--- config.mk ---
export PLATFORM = sky130hd
export DESIGN_NAME = adder_submodule
export DESIGN_NICKNAME = d
export VERILOG_FILES = /design/src/rtl/adder_submodule.sv
export SDC_FILE = /design/constraint.sdc
export NUM_CORES = 1
export LEC_CHECK = 0
export CAP_MARGIN = 10
export CORE_MARGIN = 2
export CORE_UTILIZATION = 45
export CTS_CLUSTER_SIZE = 12
export DETAILED_ROUTE_END_ITERATION = 8
export PLACE_DENSITY_LB_ADDON = 0.08
export SYNTH_ARGS = -nofsm -noshare
export SYNTH_HDL_FRONTEND = slang
export SYNTH_SLANG_ARGS = --single-unit
--- constraint.sdc ---
create_clock -name clk -period 1.5 [get_ports clk]
set_input_delay 0.3 -clock clk [delete_from_list [all_inputs] [get_ports clk]]
set_output_delay 0.3 -clock clk [all_outputs]
set_load 0.05 [all_outputs]
--- src/rtl/adder_submodule.sv ---
// Registered unsigned adder: captures two operands on enable and presents a
// zero-extended sum plus a valid flag one clock later.
module adder_submodule #(
  parameter int IN_W  = 12,
  parameter int OUT_W = 14
) (
  input  logic             clk,
  input  logic             reset,
  input  logic [IN_W-1:0]  number1,
  input  logic [IN_W-1:0]  number2,
  input  logic             enable,
  output logic [OUT_W-1:0] sum_result,
  output logic             sum_state
);

  typedef enum logic {IDLE, DONE} state_t;

  state_t           state;
  logic [1:0]       rst_sync;
  logic             run;
  logic [OUT_W-1:0] sum_next;

  // Reset asserts at once but releases only after two clean edges.
  always_ff @(posedge clk or negedge reset) begin
    if (!reset) begin
      rst_sync <= 2'b00;
    end else begin
      rst_sync <= {rst_sync[0], 1'b1};
    end
  end

  assign run      = rst_sync[1];
  assign sum_next = OUT_W'(number1) + OUT_W'(number2);

  always_ff @(posedge clk or negedge reset) begin
    if (!reset) begin
      state      <= IDLE;
      sum_result <= '0;
      sum_state  <= 1'b0;
    end else if (run) begin
      case (state)
        IDLE: begin
          if (enable) begin
            sum_result <= sum_next;
            sum_state  <= 1'b1;
            state      <= DONE;
          end
        end
        DONE: begin
          if (enable) begin
            sum_result <= sum_next;
            sum_state  <= 1'b1;
          end else begin
            sum_state  <= 1'b0;
            state      <= IDLE;
          end
        end
        default: begin
          sum_state <= 1'b0;
          state     <= IDLE;
        end
      endcase
    end
  end

endmodule

### Word level (Yosys, flattened, before mapping)

Cells that the tools add are included.

* register bits: 18
* latch bits: 0
* memory bits (writable): 0
* memory bits (read-only): 0
* bits of input ports: 27
* output and inout port bits: 15
* word-level logic and storage cells: 13
* memories: 0

* add/subtract/negate cells: 1
* multiply operators: 0
* divide/modulo/power cells: 0
* magnitude comparators: 0
* equal/unequal tests: 1
* shifts and indexed selects: 0
* mux-type cells: 4
* bitwise logic cells: 1
* reductions and logical operators: 2

Operators by type and width (count)
* 2-to-1 mux 14 bit: 1
* adder 12 x 12 -> 13 bit: 1
* AND reduction 2 bit: 2
* 2-to-1 mux 1 bit: 2
* != test 2 bit (second input constant): 1
* case mux 1 bit (2 select lines): 1
* NOT 1 bit: 1

### Longest topological paths before layout

Gate-level depths: netlist (run 1).

* depth after elaboration: 3
* depth in mapped cells: 6
* gate-level depth less buffers: 6

### Worst setup path after synthesis (run 1)

OpenSTA, ideal clock, no wires.

* path kind: in2reg
* start point: input number1[0]
* end point: register sum_result[10]
* setup time: 0.132 ns
* arrival time: 1.741 ns
* required time: 1.368 ns
* path slack: -0.373 ns
* stages on the path: 6
* path buffers: 0
* path through: ha_1 -> fa_1 -> a21o_2 -> a311oi_2 -> o31a_2 -> o211ai_1

* word-level cells in the longest chain between the ends: 2

Ends and longest elaborated chain
* from (decl): RTL line 9 `input logic [IN_W-1:0] number1,`
* adder 12 x 12 -> 13 bit: RTL line 33 `assign sum_next = OUT_W'(number1) + OUT_W'(number2);`
* 2-to-1 mux 14 bit: RTL line 43, 50
* to (signal assigned): RTL line 44 `sum_result <= sum_next;`
* to (signal assigned): RTL line 51 `sum_result <= sum_next;`
* to (decl): RTL line 12 `output logic [OUT_W-1:0] sum_result,`

No other way between the ends. The select of a mux whose other input is x is not followed.
A chain may end at the register's enable or synchronous reset.

### Worst setup path after layout (run 1)

* start point: input enable
* end point: register sum_result[2]

* word-level cells in the longest chain between the ends: 1

Ends and longest elaborated chain
* from (decl): RTL line 11 `input logic enable,`
* AND reduction 2 bit (no line)

No other way between the ends.

==> run summary, run 1 <==
The max capacitance violation total is 0. The portion of the post-synthesis area used by sequential elements came out at 0.356. On the final layout, the worst hold slack is 0.292 ns. 0 antenna diodes ended up in the layout. The depth of the worst register-to-register path is 6.

Buffers inserted to repair hold after CTS numbered 0. The standard-cell row count came out at 18. nand2_1 is the most common cell in the netlist. In this run the clock root is driven by a clkbuf_4. The arrival time at the worst endpoint came out at 1.76 ns. The minimum period implied by the final worst setup slack came out at 1.56 ns.

The power density of the placed cells came out at 963 nW/um^2. At the end of the flow, the number of nets in the layout was 250. The routed length per instance came out at 22.2 microns. The worst hold path terminates at sum_result[0]. The clock tree from TritonCTS is done. The checks that failed: negative setup slack. The worst setup path is launched from an input port. The number of pins with negative max-slew slack in the final report came to 0. After the first detailed-routing iteration, the DRC count stood at 66.

The core area came out at 2500 sq um. The share of total power dissipated in sequential elements is 0.291. After synthesis, the share of flip-flops with an asynchronous set or reset is 1.00.

The classification of the worst setup path is in2reg. In this run the remaining antenna-violating nets after routing total 0. The mean instance size in the synthesized netlist is 8.93 sq um. STA classifies the critical path endpoint as a register. The die width is 55.6 microns. The worst hold path passes through 4 cells.

The HPWL after detailed placement came out at 2.59 mm. The number of ports placed on the die boundary is 42. The total vias in the final route is 1507.

Compared with the post-synthesis result, the final layout area differs by 88.9%. The overall track demand over capacity in global routing is 0.309. Of the total power, the clock network draws 0.124.

For this run, the leading register cell type out of synthesis is dfrtp_1. The maximum fanout count along the critical path came out at 15. The power share of the combinational group came out at 0.585. The register-to-register setup slack is -0.01 ns. Of the cells placed in the final design, the portion with a size suffix greater than 1 is 0.440.

The leakage power total is 0.986 nW. The source-to-sink clock delay at the later pin of the worst-skew pair came out at 0.32 ns. The final worst-path cycle share is 1.04.

STA puts the critical path data required time at 1.70 ns. From bottom edge to top edge, the die measures 55.6 microns. The flow ran to the end, but the final reports show violations.

After detailed routing, the number of vias per cell comes to 6.31. The switching power share of the total came out at 0.421. The total negative slack came out at -0.258 ns.

The die covers 3090 sq um. The worst ir drop on vdd is 1.10 mV. Sorting the synthesized cells by area gives the leading types as dfrtp_1 36%, ha_1 13%, nand2_1 6.3%. The number of hold violations in the final report came to 0.

The number of global-route vias before repair is 1523. The number of instances in the synthesized netlist came out at 134. The power dissipated by switching net loads is 0.916 mW.

The netlist uses 39 different library cells. The first global-routing pass estimated 7.47 mm of wire. The clock skew after layout is 0.000893 ns. The DRC violation count after routing is 0. Input and output buffers added on the ports amount to 40.

The clock-pin slew on the worst setup and hold paths came out at 0.11 ns. The last weighted congestion value of the routability-driven placer is 0.863. Setup violations remaining at the end of the flow were counted as 6. The startpoint of the lowest-slack hold path is number1[0]. The total detailed-routing wirelength is 5.30 mm.

The biggest area contributor in the post-synthesis netlist is dfrtp_1. Counting flops with a built-in enable in the synthesized netlist gives 0. The post-place setup slack came out at -0.766 ns. The maximum number of pins on one net before global-route repair came out at 18. The netlist area before placement came out at 1200 sq um. The worst hold path belongs to the class in2reg.

The maximum operating frequency came out at 640 MHz. The endpoint of the lowest-slack register-to-register path is sum_result[2]. The number of storage elements in the synthesis netlist is 17.

The internal power contribution is 1.26 mW. The initial antenna violation count is 0. The net count after synthesis came out at 174. The number of buffers created by CTS is 3. The overall overflow remaining after global route came out at 0. Setup repair after global routing could not meet its margin everywhere. The initial utilization of the core area, before any placement, comes to 0.478. The number of clock sinks is 17. The worst register-to-register path begins at rst_sync[1].

After synthesis, the most frequently instantiated cells are 20 x nand2_1, 17 x dfrtp_1, 12 x ha_1. The fraction of post-synthesis cell area in the top cell type by area is 0.356. Power comes to 2.18 mW. The setup slack of the critical path after layout came out at -0.0633 ns.

The clock tree buffer depth came out at 2. The count of synthesis-stage warnings from yosys came out at 0. The H-tree depth reported by CTS is 1.

The first-pass iteration count of the detailed router came out at 4.
logic make-up after synthesis:
kind of cell,synth area share
AO/OA/AOI/OAI,0.229
adder cells (fa/ha/maj),0.142
multiplexers,0.00837
AND/OR/NAND/NOR,0.196
XOR/XNOR,0.0293
flip-flops,0.356
buffers and inverters,0.0335
other,0.00628
power by group through the flow:
stage	Sequential, mW	Clock, mW	Combinational [mW]
2_1_floorplan	0.857	0	0.268
3_3_place_gp	0.632	0	1.05
3_5_place_dp	0.637	0	1.07
4_1_cts	0.629	0.269	1.16
5_1_grt	0.639	0.293	1.33
6_report	0.634	0.270	1.27
what timing repair did:
item                                   4_1_cts  5_1_grt
endpoints found under the hold margin        0        0
cloned                                       0        0
resized for setup                           67       13
setup endpoints to repair                    9        8
pin swaps                                   27       17
setup buffers                                5        5
critical path, stage by stage:
cell and delay, ns:
clkdlybuf4s50_1 0.48, nand2_1 0.10, buf_4 0.20, buf_4 0.21, buf_4 0.16, o21ai_0 0.30
area by class of cell:
class                      instances  area, sq um
multi-input combinational        108          973
inverter                           3         11.3
fill                             103          240
sequential                        17          425
tap                               30         37.5
clock buffer                       3         22.5
timing repair buffer              77          785
clock inverter                     1         5.00
cells in the final DEF, fill, tap and decap left out, drive strengths merged, types with 2 or more instances in the layout:
cell           instances
or4                    2
o21ai                 10
a211oi                 2
inv                    3
nor2                   4
ha                    12
nand3                  4
dfrtp                 17
nor3b                  3
clkbuf                 6
buf                   55
and2                   2
and3                   2
o211ai                 6
clkdlybuf4s50          4
xor2                   2
xnor2                  2
conb                   2
a21o                   3
a31oi                  3
o2111ai                2
clkdlybuf4s15          3
dlygate4sd2           12
nor3                   3
nand2                 20
or3                    2
a21oi                 11
layer usage:
layer  track usage  share of wire  routed length [microns]
met3        0.0703          0.081                      430
met5             0              0                        0
met2         0.539           0.49                     2620
met1         0.370           0.38                     2020
met4         0.108          0.044                      235
registers in the layout, summed over array words and instances (netlist names):
register	count
rst_sync	2
sum_result	13
sum_state	1
state	1
per-stage QoR:
step | std cells | util | instance area [sq um]
final | 239 | 0.904 | 2260
after global routing | 239 | 0.904 | 2260
after CTS | 234 | 0.875 | 2190
after detailed placement | 225 | 0.785 | 1960
after global placement | 225 | 0.785 | 1960
after floorplan | 134 | - | 1210
how the worst max path moves through the flow:
stage	to	slack, ns	cells after the start	start
2_1_floorplan	sum_result[10]	-0.16	6	number1[0]
3_3_place_gp	sum_result[10]	-0.72	7	number1[0]
3_5_place_dp	sum_result[10]	-0.77	7	number1[0]
4_1_cts	sum_result[10]	-0.03	7	number2[0]
5_1_grt	sum_result[10]	-0.09	7	number2[0]
6_report	sum_result[2]	-0.06	6	enable
(Power assumes the default switching activity.)
==> run 2, diff against run 1 <==
--- a/config.mk
+++ b/config.mk
@@ -7,7 +7,7 @@
 export LEC_CHECK = 0
 export CAP_MARGIN = 10
 export CORE_MARGIN = 2
-export CORE_UTILIZATION = 45
+export CORE_UTILIZATION = 40
 export CTS_CLUSTER_SIZE = 12
 export DETAILED_ROUTE_END_ITERATION = 8
 export PLACE_DENSITY_LB_ADDON = 0.08
==> constraint.sdc (replaced) <==
create_clock -name clk -period 1.4 [get_ports clk]
set_input_delay 0.28 -clock clk [delete_from_list [all_inputs] [get_ports clk]]
set_output_delay 0.28 -clock clk [all_outputs]
set_load 0.05 [all_outputs]
==> run summary, run 2 (synthesis results as in run 1) <==
The flow ran to the end, but the final reports show violations. The final reports fail on design-rule violations, negative setup slack. The HPWL after detailed placement is 2.59 mm (-0.20%). The final worst-path cycle share came out at 1.04.

The number of global-route vias before repair is 1380 (-9.4%). The total detailed-routing wirelength came out at 4.04 mm (-24%). The number of pins with negative max-slew slack in the final report came to 0 (unchanged). The first-pass GRT wire length came out at 6.17 mm (-17%). The required arrival time at the worst endpoint came out at 1.65 ns (-0.05 ns).

The number of endpoints failing setup at the final stage came out at 5 (-1). The maximum number of pins on one net before global-route repair is 18 (unchanged). The fraction of final layout cells sized beyond drive strength 1 is 0.452 (+0.0117).

In the layout the commonest cells are 36 x buf_4, 20 x nand2_1, 17 x dfrtp_1. The storage element area came out at 425 sq um (unchanged). The last weighted congestion value of the routability-driven placer is 0.823 (-4.7%). The source-to-sink clock delay at the later pin of the worst-skew pair was 0.30 ns (-0.02 ns). The classification of the worst setup path is in2reg. The arrival time at the worst endpoint came out at 1.70 ns (-0.06 ns). The number of clock sinks came to 17 (unchanged). The ratio of routed vias to standard cells is 5.71 (-9.5%). The minimum period implied by the final worst setup slack is 1.45 ns. The switching power share of the total came out at 0.405 (-0.0163). The standard-cell row count is 19 (+1).

The leakage power total came out at 0.975 nW (-1.1%). The initial antenna violation count is 0 (unchanged). The power share of the combinational group is 0.585 (about the same). The number of buffers added on ports came out at 40 (unchanged).

met2 is the most crowded layer. The number of hold violations in the final report came out at 0 (unchanged). The H-tree depth reported by CTS came to 1 (unchanged). The DRC marker count from the first detailed-route iteration came out at 75 (+14%). The maximum fanout count along the critical path is 5 (-10).

The routed length per instance came to 16.9 microns (-24%). CTS placed an instance of clkbuf_4 at the clock tree root. The DRC violation count after routing is 3 (+3). The global routing usage on met3 is 0.0440 (-0.0263). The share of the core filled with cells in the final layout came out at 0.809 (-0.0953). The die width came out at 58.7 microns (+5.6%). The worst setup path is captured at a register. The number of buffers created by CTS was 3 (unchanged).

The number of flip-flops in the largest register was 13 (unchanged). The met2 track utilization from global routing is 0.409 (-0.130). sum_result holds more flip-flops than any other register. The proportion of power drawn by the clock network is 0.122 (-0.002). The final antenna-violating net count came out at 0 (unchanged). The classification of the worst-slack hold path is in2reg. The core area came to 2810 sq um (+12%).

The max capacitance violation total came to 0 (unchanged). The overall track demand over capacity in global routing came to 0.233 (-0.0762). TritonCTS built the clock tree.

The first-pass iteration count of the detailed router is 6 (+2). The power density of the placed cells is 1010 nW/um^2 (+5.1%). The power dissipated by switching net loads is 0.930 mW (+1.5%). The number of ports placed on the die boundary came out at 42 (unchanged).

The final layout net count came to 249 (-0.40%). The total chip power is 2.30 mW (+5.5%). The clock tree buffer depth came out at 2 (unchanged). The cts-stage hold buffer count came to 0 (unchanged). The clock skew after layout came out at 0.00226 ns (+0.00137 ns). The count of inserted antenna diode cells came to 0 (unchanged).

The overall overflow remaining after global route came out at 0 (unchanged). The setup slack of the critical path after layout came out at -0.0521 ns (+0.0113 ns). The worst ir drop on vdd came out at 0.761 mV (-31%).

The total vias in the final route came out at 1364 (-9.5%). The number of filler cells placed in the layout came out at 180 (+75%). The total negative slack was -0.189 ns (+0.0694 ns). The die area came out at 3440 sq um (+12%).

The met1 global-route usage was 0.301 (-0.0694). The post-place setup slack is -0.848 ns (-0.0827 ns). The height of the die came out at 58.7 microns (+5.6%).

The leading cell type in the layout, fill and taps excluded is buf_4. The area growth from synthesis to final layout came out at 89.6%. The maximum operating frequency came out at 689 MHz. The initial cell density of the core came to 0.426 (-0.0521). STA classifies the critical path startpoint as an input port.

The internal power contribution was 1.37 mW (+8.5%). The clock-pin slew on the worst setup and hold paths is 0.11 ns (about the same). The largest registers in the layout are sum_result x13, rst_sync x2. The fraction of power consumed by sequential logic is 0.293 (+0.002).

The multi-input logic area is 1010 sq um (+3.3%). Setup repair after global routing could not meet its margin everywhere.
[run 2: per-layer routing]
layer | wire [microns] | vias up
met4 | 87 | 0
met2 | 2080 | 57
met1 | 1670 | 653
met5 | 0 | -
met3 | 211 | 11
li1 | - | 643
[run 2: final timing paths]
kind	from	depth (start not counted)	end	slack (ns)
max	number2[6]	6	sum_result[8]	-0.05
min	number1[0]	4	sum_result[0]	0.27
max reg2reg	rst_sync[1]	4	sum_result[10]	0.03
min reg2reg	rst_sync[0]	0	rst_sync[1]	0.38
max in group asynchronous	reset	2	sum_result[9]	0.91
min in group asynchronous	reset	2	sum_result[12]	0.30
[run 2: cell type report]
class | instances | share of cell area
multi-input combinational | 108 | 0.443
timing repair buffer | 76 | 0.335
sequential | 17 | 0.188
tap | 31 | 0.0171
clock buffer | 3 | 0.00993
inverter | 3 | 0.00496
clock inverter | 1 | 0.00221
[run 2: power by group through the flow]
stage	Sequential (mW)	Clock, mW	Combinational (mW)
finish	0.673	0.280	1.34
global route	0.682	0.304	1.42
floorplan	0.918	0	0.291
detailed placement	0.682	0	1.16
global placement	0.678	0	1.15
CTS	0.672	0.279	1.25
[run 2: what timing repair did]
| item | CTS | global route |
|---|---|---|
| setup endpoints to repair | 10 | 8 |
| pin swaps | 26 | 17 |
| buffers inserted | 5 | 6 |
| gates resized for setup | 67 | 19 |
[run 2: worst max-delay path, stage by stage]
cell and delay [ns]:
dlygate4sd2_1 0.26, ha_4 0.31, o211ai_1 0.13, buf_4 0.17
or4_1 0.46, nand3_1 0.09
[run 2: per-stage QoR]
step / std cells / hold slack (ns) / instance area [sq um]
2_1_floorplan: 134 / -0.0156 / 1220
3_3_place_gp: 224 / 0.331 / 1960
3_5_place_dp: 224 / 0.350 / 1960
4_1_cts: 233 / 0.281 / 2180
5_1_grt: 239 / 0.278 / 2270
6_report: 239 / 0.270 / 2270
